$ cat config.mk
export PLATFORM = sky130hd
export DESIGN_NAME = jtdd2_sndcmd_flat
export DESIGN_NICKNAME = d
export VERILOG_FILES = /design/src/rtl/jtdd2_sndcmd_if.sv /design/src/rtl/jtdd2_sndcmd.sv /design/src/flat_wrapper.sv
export SDC_FILE = /design/constraint.sdc
export NUM_CORES = 1
export LEC_CHECK = 0
export CAP_MARGIN = 0
export CORE_ASPECT_RATIO = 1.75
export CORE_MARGIN = 1
export CORE_UTILIZATION = 55
export CTS_CLUSTER_DIAMETER = 100
export DETAILED_ROUTE_END_ITERATION = 12
export GPL_TIMING_DRIVEN = 0
export PLACE_DENSITY = 0.78
export SLEW_MARGIN = 20
export SYNTH_ARGS = -nofsm -noshare
export SYNTH_HDL_FRONTEND = slang
export SYNTH_SLANG_ARGS = --single-unit
$ cat constraint.sdc
create_clock -name clk -period 3.3 [get_ports clk]
set_input_delay 0.825 -clock clk [delete_from_list [all_inputs] [get_ports clk]]
set_output_delay 0.825 -clock clk [all_outputs]
set_load 0.005 [all_outputs]
$ cat src/rtl/jtdd2_sndcmd_if.sv
// Main-CPU to sound-CPU command mailbox bus: write side, sound-CPU latch
// side and FIFO status, grouped so both ends share one connection.
interface jtdd2_sndcmd_if #(
  parameter int AW = 2
);
  logic          main_wr;
  logic [7:0]    main_din;
  logic          snd_rd;
  logic          ovf_clr;
  logic [7:0]    snd_latch;
  logic          snd_irq;
  logic          full;
  logic          empty;
  logic [AW:0]   count;
  logic          overflow;

  // The mailbox itself
  modport slave (
    input  main_wr, main_din, snd_rd, ovf_clr,
    output snd_latch, snd_irq, full, empty, count, overflow
  );

  // The CPUs (or a bench) driving the mailbox
  modport master (
    output main_wr, main_din, snd_rd, ovf_clr,
    input  snd_latch, snd_irq, full, empty, count, overflow
  );
endinterface

$ cat src/rtl/jtdd2_sndcmd.sv
// Sound command mailbox: buffers main-CPU bytes in a small FIFO and presents
// them one at a time to the sound CPU, announcing each with an NMI pulse.
module jtdd2_sndcmd #(
  parameter int AW      = 2,
  parameter int IRQ_LEN = 8,
  parameter int GAP_LEN = 16
) (
  input  logic clk,
  input  logic rst,
  jtdd2_sndcmd_if.slave bus
);

  localparam int DEPTH  = 1 << AW;
  localparam int MAXLEN = (IRQ_LEN > GAP_LEN) ? IRQ_LEN : GAP_LEN;
  localparam int TW     = $clog2(MAXLEN + 1);
  localparam logic [TW-1:0] IRQ_LOAD = TW'(IRQ_LEN);
  localparam logic [TW-1:0] GAP_LOAD = TW'(GAP_LEN);
  localparam logic [AW:0]   FULL_CNT = (AW+1)'(DEPTH);

  typedef enum logic [1:0] {
    IDLE     = 2'd0,
    PRESENT  = 2'd1,
    WAIT_ACK = 2'd2,
    GAP      = 2'd3
  } state_t;

  state_t          state_reg, state_next;
  logic [TW-1:0]   timer_reg, timer_next;

  logic [7:0]      mem [DEPTH];
  logic [7:0]      head;

  logic [AW:0]     wr_ptr_reg, wr_ptr_next;
  logic [AW:0]     rd_ptr_reg, rd_ptr_next;
  logic [AW:0]     count_reg, count_next;
  logic            full_reg, full_next;
  logic            empty_reg, empty_next;
  logic            ovf_reg, ovf_next;

  logic [7:0]      latch_reg, latch_next;
  logic            irq_reg, irq_next;

  logic            rd_l_reg;
  logic            rd_fall;
  logic            pop;
  logic            wr_accept;
  logic            wr_drop;

  // The latch chip-select may stay high for many cycles; only its release
  // counts as "the sound CPU has read the byte".
  assign rd_fall = ~bus.snd_rd & rd_l_reg;
  assign head    = mem[rd_ptr_reg[AW-1:0]];

  // A pop frees the head slot in the same cycle, so a write into a full FIFO
  // is accepted when it coincides with a pop.
  assign wr_accept = bus.main_wr & (~full_reg | pop);
  assign wr_drop   = bus.main_wr & full_reg & ~pop;

  always_comb begin
    wr_ptr_next = wr_ptr_reg + (AW+1)'(wr_accept);
    rd_ptr_next = rd_ptr_reg + (AW+1)'(pop);
    count_next  = wr_ptr_next - rd_ptr_next;
    full_next   = (count_next == FULL_CNT);
    empty_next  = (count_next == '0);
    ovf_next    = ovf_reg;
    if (wr_drop) begin
      ovf_next = 1'b1;
    end else if (bus.ovf_clr) begin
      ovf_next = 1'b0;
    end
  end

  always_comb begin
    state_next = state_reg;
    timer_next = timer_reg;
    latch_next = latch_reg;
    irq_next   = irq_reg;
    pop        = 1'b0;
    case (state_reg)
      IDLE: begin
        if (!empty_reg) begin
          state_next = PRESENT;
          latch_next = head;
          irq_next   = 1'b1;
          timer_next = IRQ_LOAD;
        end
      end
      PRESENT: begin
        if (rd_fall) begin
          pop        = 1'b1;
          irq_next   = 1'b0;
          timer_next = GAP_LOAD;
          state_next = GAP;
        end else if (timer_reg <= TW'(1)) begin
          irq_next   = 1'b0;
          timer_next = '0;
          state_next = WAIT_ACK;
        end else begin
          timer_next = timer_reg - TW'(1);
        end
      end
      WAIT_ACK: begin
        if (rd_fall) begin
          pop        = 1'b1;
          timer_next = GAP_LOAD;
          state_next = GAP;
        end
      end
      GAP: begin
        // Holds snd_irq low long enough for the NMI edge detector to re-arm.
        if (timer_reg <= TW'(1)) begin
          timer_next = '0;
          state_next = IDLE;
        end else begin
          timer_next = timer_reg - TW'(1);
        end
      end
      default: begin
        state_next = IDLE;
        irq_next   = 1'b0;
        timer_next = '0;
      end
    endcase
  end

  always_ff @(posedge clk or posedge rst) begin
    if (rst) begin
      state_reg  <= IDLE;
      timer_reg  <= '0;
      wr_ptr_reg <= '0;
      rd_ptr_reg <= '0;
      count_reg  <= '0;
      full_reg   <= 1'b0;
      empty_reg  <= 1'b1;
      ovf_reg    <= 1'b0;
      latch_reg  <= 8'h00;
      irq_reg    <= 1'b0;
      rd_l_reg   <= 1'b0;
    end else begin
      state_reg  <= state_next;
      timer_reg  <= timer_next;
      wr_ptr_reg <= wr_ptr_next;
      rd_ptr_reg <= rd_ptr_next;
      count_reg  <= count_next;
      full_reg   <= full_next;
      empty_reg  <= empty_next;
      ovf_reg    <= ovf_next;
      latch_reg  <= latch_next;
      irq_reg    <= irq_next;
      rd_l_reg   <= bus.snd_rd;
    end
  end

  // Storage is not reset: stale contents are never visible because the
  // pointers are, and only presented bytes reach snd_latch.
  always_ff @(posedge clk) begin
    if (wr_accept) begin
      mem[wr_ptr_reg[AW-1:0]] <= bus.main_din;
    end
  end

  assign bus.snd_latch = latch_reg;
  assign bus.snd_irq   = irq_reg;
  assign bus.full      = full_reg;
  assign bus.empty     = empty_reg;
  assign bus.count     = count_reg;
  assign bus.overflow  = ovf_reg;

endmodule

$ cat src/flat_wrapper.sv
// flat-port wrapper written by rule: the top's interface ports become plain ports
module jtdd2_sndcmd_flat 
#(
  parameter int AW      = 2,
  parameter int IRQ_LEN = 8,
  parameter int GAP_LEN = 16
)
  (clk, rst, bus_main_wr, bus_main_din, bus_snd_rd, bus_ovf_clr, bus_snd_latch, bus_snd_irq, bus_full, bus_empty, bus_count, bus_overflow);
  jtdd2_sndcmd_if #(.AW(AW)) bus_i ();
  input  logic clk;
  input  logic rst;
  input wire logic [$bits(bus_i.main_wr)-1:0] bus_main_wr;
  input wire logic [$bits(bus_i.main_din)-1:0] bus_main_din;
  input wire logic [$bits(bus_i.snd_rd)-1:0] bus_snd_rd;
  input wire logic [$bits(bus_i.ovf_clr)-1:0] bus_ovf_clr;
  output wire logic [$bits(bus_i.snd_latch)-1:0] bus_snd_latch;
  output wire logic [$bits(bus_i.snd_irq)-1:0] bus_snd_irq;
  output wire logic [$bits(bus_i.full)-1:0] bus_full;
  output wire logic [$bits(bus_i.empty)-1:0] bus_empty;
  output wire logic [$bits(bus_i.count)-1:0] bus_count;
  output wire logic [$bits(bus_i.overflow)-1:0] bus_overflow;
  assign bus_i.main_wr = bus_main_wr;
  assign bus_i.main_din = bus_main_din;
  assign bus_i.snd_rd = bus_snd_rd;
  assign bus_i.ovf_clr = bus_ovf_clr;
  assign bus_snd_latch = bus_i.snd_latch;
  assign bus_snd_irq = bus_i.snd_irq;
  assign bus_full = bus_i.full;
  assign bus_empty = bus_i.empty;
  assign bus_count = bus_i.count;
  assign bus_overflow = bus_i.overflow;
  jtdd2_sndcmd #(.AW(AW), .IRQ_LEN(IRQ_LEN), .GAP_LEN(GAP_LEN)) u_core (.clk(clk), .rst(rst), .bus(bus_i));
endmodule
==> run metrics <==
status complete, no violations; Min Clock Period, post-route 3.19 ns; Total Wirelength 4.83 mm; Synth top area share 0.374; LEAKAGE 1.27 nW; Worst Tran Pin Value 0.775 ns; Max Cap Violations 0; Hold Crit Class reg -> reg; initial antenna violation count 0; Top Ports 28; sequential area share after synthesis 0.658; Reg power frac 0.375; global-route wire length before repair 7.42 mm; most common library cells after synthesis edfxtp_1, dfrtp_1, inv_1; Antenna Cells 0; clock root cell clkbuf_8; post-synth net total 186; Switch Pwr 1.02 mW; Die X 53.6 µm; CP Capture Type flip-flop; Post-synth top flop edfxtp_1; adder-cell area share of the yosys netlist 0.0663; crit path max fanout 4; drt initial violations 40; Area after DPL 0.00293 mm²; post-synthesis simple-gate area fraction 0.0624; routability cong. 0.743; sw frac 0.320; Area growth, synth to finish 22.9%; worst relative slew slack 0.480; GRT Util Overall 0.225; PortBufs 27; asr flop ratio synth 0.475; CTS Buf Count 9; Hold Vio Cnt, Final 0; FP Rows 32; fin nets 227; fillcell total 287; WS Path Type in -> reg; largest family of logic cells by synthesized area multiplexers; Final Instance Area 0.00315 mm²; Multi-input gate area 820 µm²; grt ovf 0; hpwl dp 3.43 mm; drt pass-1 iters 4; clock power share 0.223; R2R depth 12; max frequency 0.313 GHz; Ys Warns 0; Post-synth EDFFs 32; ANT nets after route 0; worst r2r src u_core.state_reg[0]; CTS tree built; DRC errors left 0; overall power 3.19 mW; Die ar. 0.00495 mm²; via-per-instance ratio 5.84; layout cells sized above 1 0.223; final setup violation count 0; CP startpoint kind primary input; CTS clk-pin slew, worst paths 0.07 ns; Final Max Tran Viols 0; top cell type by total area after synthesis edfxtp_1; H-tree Lvls 3; worst vdd ir 796 µV; Critical Path AT 3.41 ns; mapped cell area 0.00257 mm²; clk_skew 0.00807 ns; CP startpoint bus_snd_rd; P_int 2.17 mW; drt wl/cell 18.8 µm; combinational power share 0.402; most numerous cell in the Yosys netlist edfxtp_1; Netlist cell types 40; worst setup path end u_core.bus.full; largest net degree at the start of global routing 30; Reg area 0.00169 mm²; pwr/cell area 1010 mW/mm²; CP Data Required Time 3.52 ns; vias in the first global route 1648; TritonCTS sink count 61; CTS Buffer Depth 2; Avg Cell Area, Syn 16.0 µm²; xor and xnor area share after synthesis 0.0161; RSZ-0062 raised after global routing false; Initial Util 0.577; Gate Count Post-Synth 160; synth top area cells edfxtp_1, dfrtp_1, mux4_2; synthesized flop and latch total 61; core area 0.00444 mm²; RR Endpoint u_core.bus.full; Synth Area in Compound Gates 0.0580; multiplexer share of the synthesized area 0.110; Period Utilization, post-route 0.967; R2R Setup Slk 0.27 ns; Die Height 92.4 µm; Worst-Skew Late Latency 0.33 ns; max reg flops 32; Vias 1501
## final cells by class
type                    instances  share of cell area
clock inverters                 6              0.0274
plain buffers                   4             0.00754
flip-flops and latches         61               0.535
inverters                      14              0.0167
clock buffers                  10              0.0405
repair buffers                 30              0.0928
well taps                      51              0.0202
multi-input cells              81               0.260
## timing repair
| item | 4_1_cts | 5_1_grt |
|---|---|---|
| setup buffers | 0 | 1 |
| resized for setup | 0 | 1 |
| endpoints found under the setup margin | 0 | 2 |
| endpoints found under the hold margin | 0 | 0 |
| hold buffers | 0 | 0 |
## logic make-up after synthesis
family / after synthesis
AND/OR/NAND/NOR: 28
buffers and inverters: 18
adder cells (fa/ha/maj): 13
AO/OA/AOI/OAI: 20
flip-flops: 61
XOR/XNOR: 3
multiplexers: 17
## how the worst min path moves through the flow
stage	from	slack, ns	depth (start not counted)	end
3_5_place_dp	u_core.rd_ptr_reg[2]	0.46	1	u_core.rd_ptr_reg[2]
5_1_grt	u_core.rd_ptr_reg[2]	0.51	1	u_core.rd_ptr_reg[2]
6_report	u_core.rd_ptr_reg[2]	0.47	1	u_core.rd_ptr_reg[2]
4_1_cts	u_core.rd_ptr_reg[2]	0.47	1	u_core.rd_ptr_reg[2]
3_3_place_gp	u_core.wr_ptr_reg[2]	0.47	1	u_core.wr_ptr_reg[2]
2_1_floorplan	u_core.rd_ptr_reg[2]	0.44	1	u_core.rd_ptr_reg[2]
## power groups by stage
stage / sequential [mW] / combinational, mW / clock, mW
global route: 1.22 / 1.40 / 0.752
detailed placement: 1.21 / 1.27 / 0
global placement: 1.19 / 1.19 / 0
CTS: 1.20 / 1.29 / 0.725
floorplan: 1.18 / 0.842 / 0
finish: 1.20 / 1.28 / 0.713
## cell usage in the layout (no fill, tap or decap), types with 4 or more instances in the layout
master,count
edfxtp_1,32
clkdlybuf4s50_1,27
dfrtp_1,28
nand2_1,4
inv_1,13
mux2_2,9
mux4_2,8
clkbuf_8,9
ha_1,12
## per-layer routing
layer,track usage,wire length (µm),up-vias
li1,-,-,680
met1,0.213,1770,771
met2,0.409,2830,36
met3,0.0591,120,14
met4,0.118,108,0
met5,0,0,-
## critical path, stage by stage
cell	delay (ns)
clkdlybuf4s50_1	0.51
nand3b_1	0.18
nand2_1	0.08
nand2_2	0.13
inv_1	0.08
ha_1	0.18
ha_1	0.30
inv_1	0.06
fa_1	0.44
xor3_1	0.42
and3_1	0.20
## per-stage QoR
| stage | util | setup WS, ns | instances | hold WS (ns) | setup TNS [ns] |
|---|---|---|---|---|---|
| 5_1_grt | 0.710 | 0.00873 | 257 | 0.505 | 0 |
| 3_5_place_dp | 0.659 | -0.266 | 240 | 0.463 | -0.546 |
| 2_1_floorplan | - | 0.561 | 160 | 0.440 | 0 |
| 4_1_cts | 0.707 | 0.0591 | 256 | 0.474 | 0 |
| 6_report | 0.710 | 0.107 | 257 | 0.468 | 0 |
| 3_3_place_gp | 0.653 | -0.104 | 238 | 0.468 | -0.533 |
(Power assumes the default switching activity.)
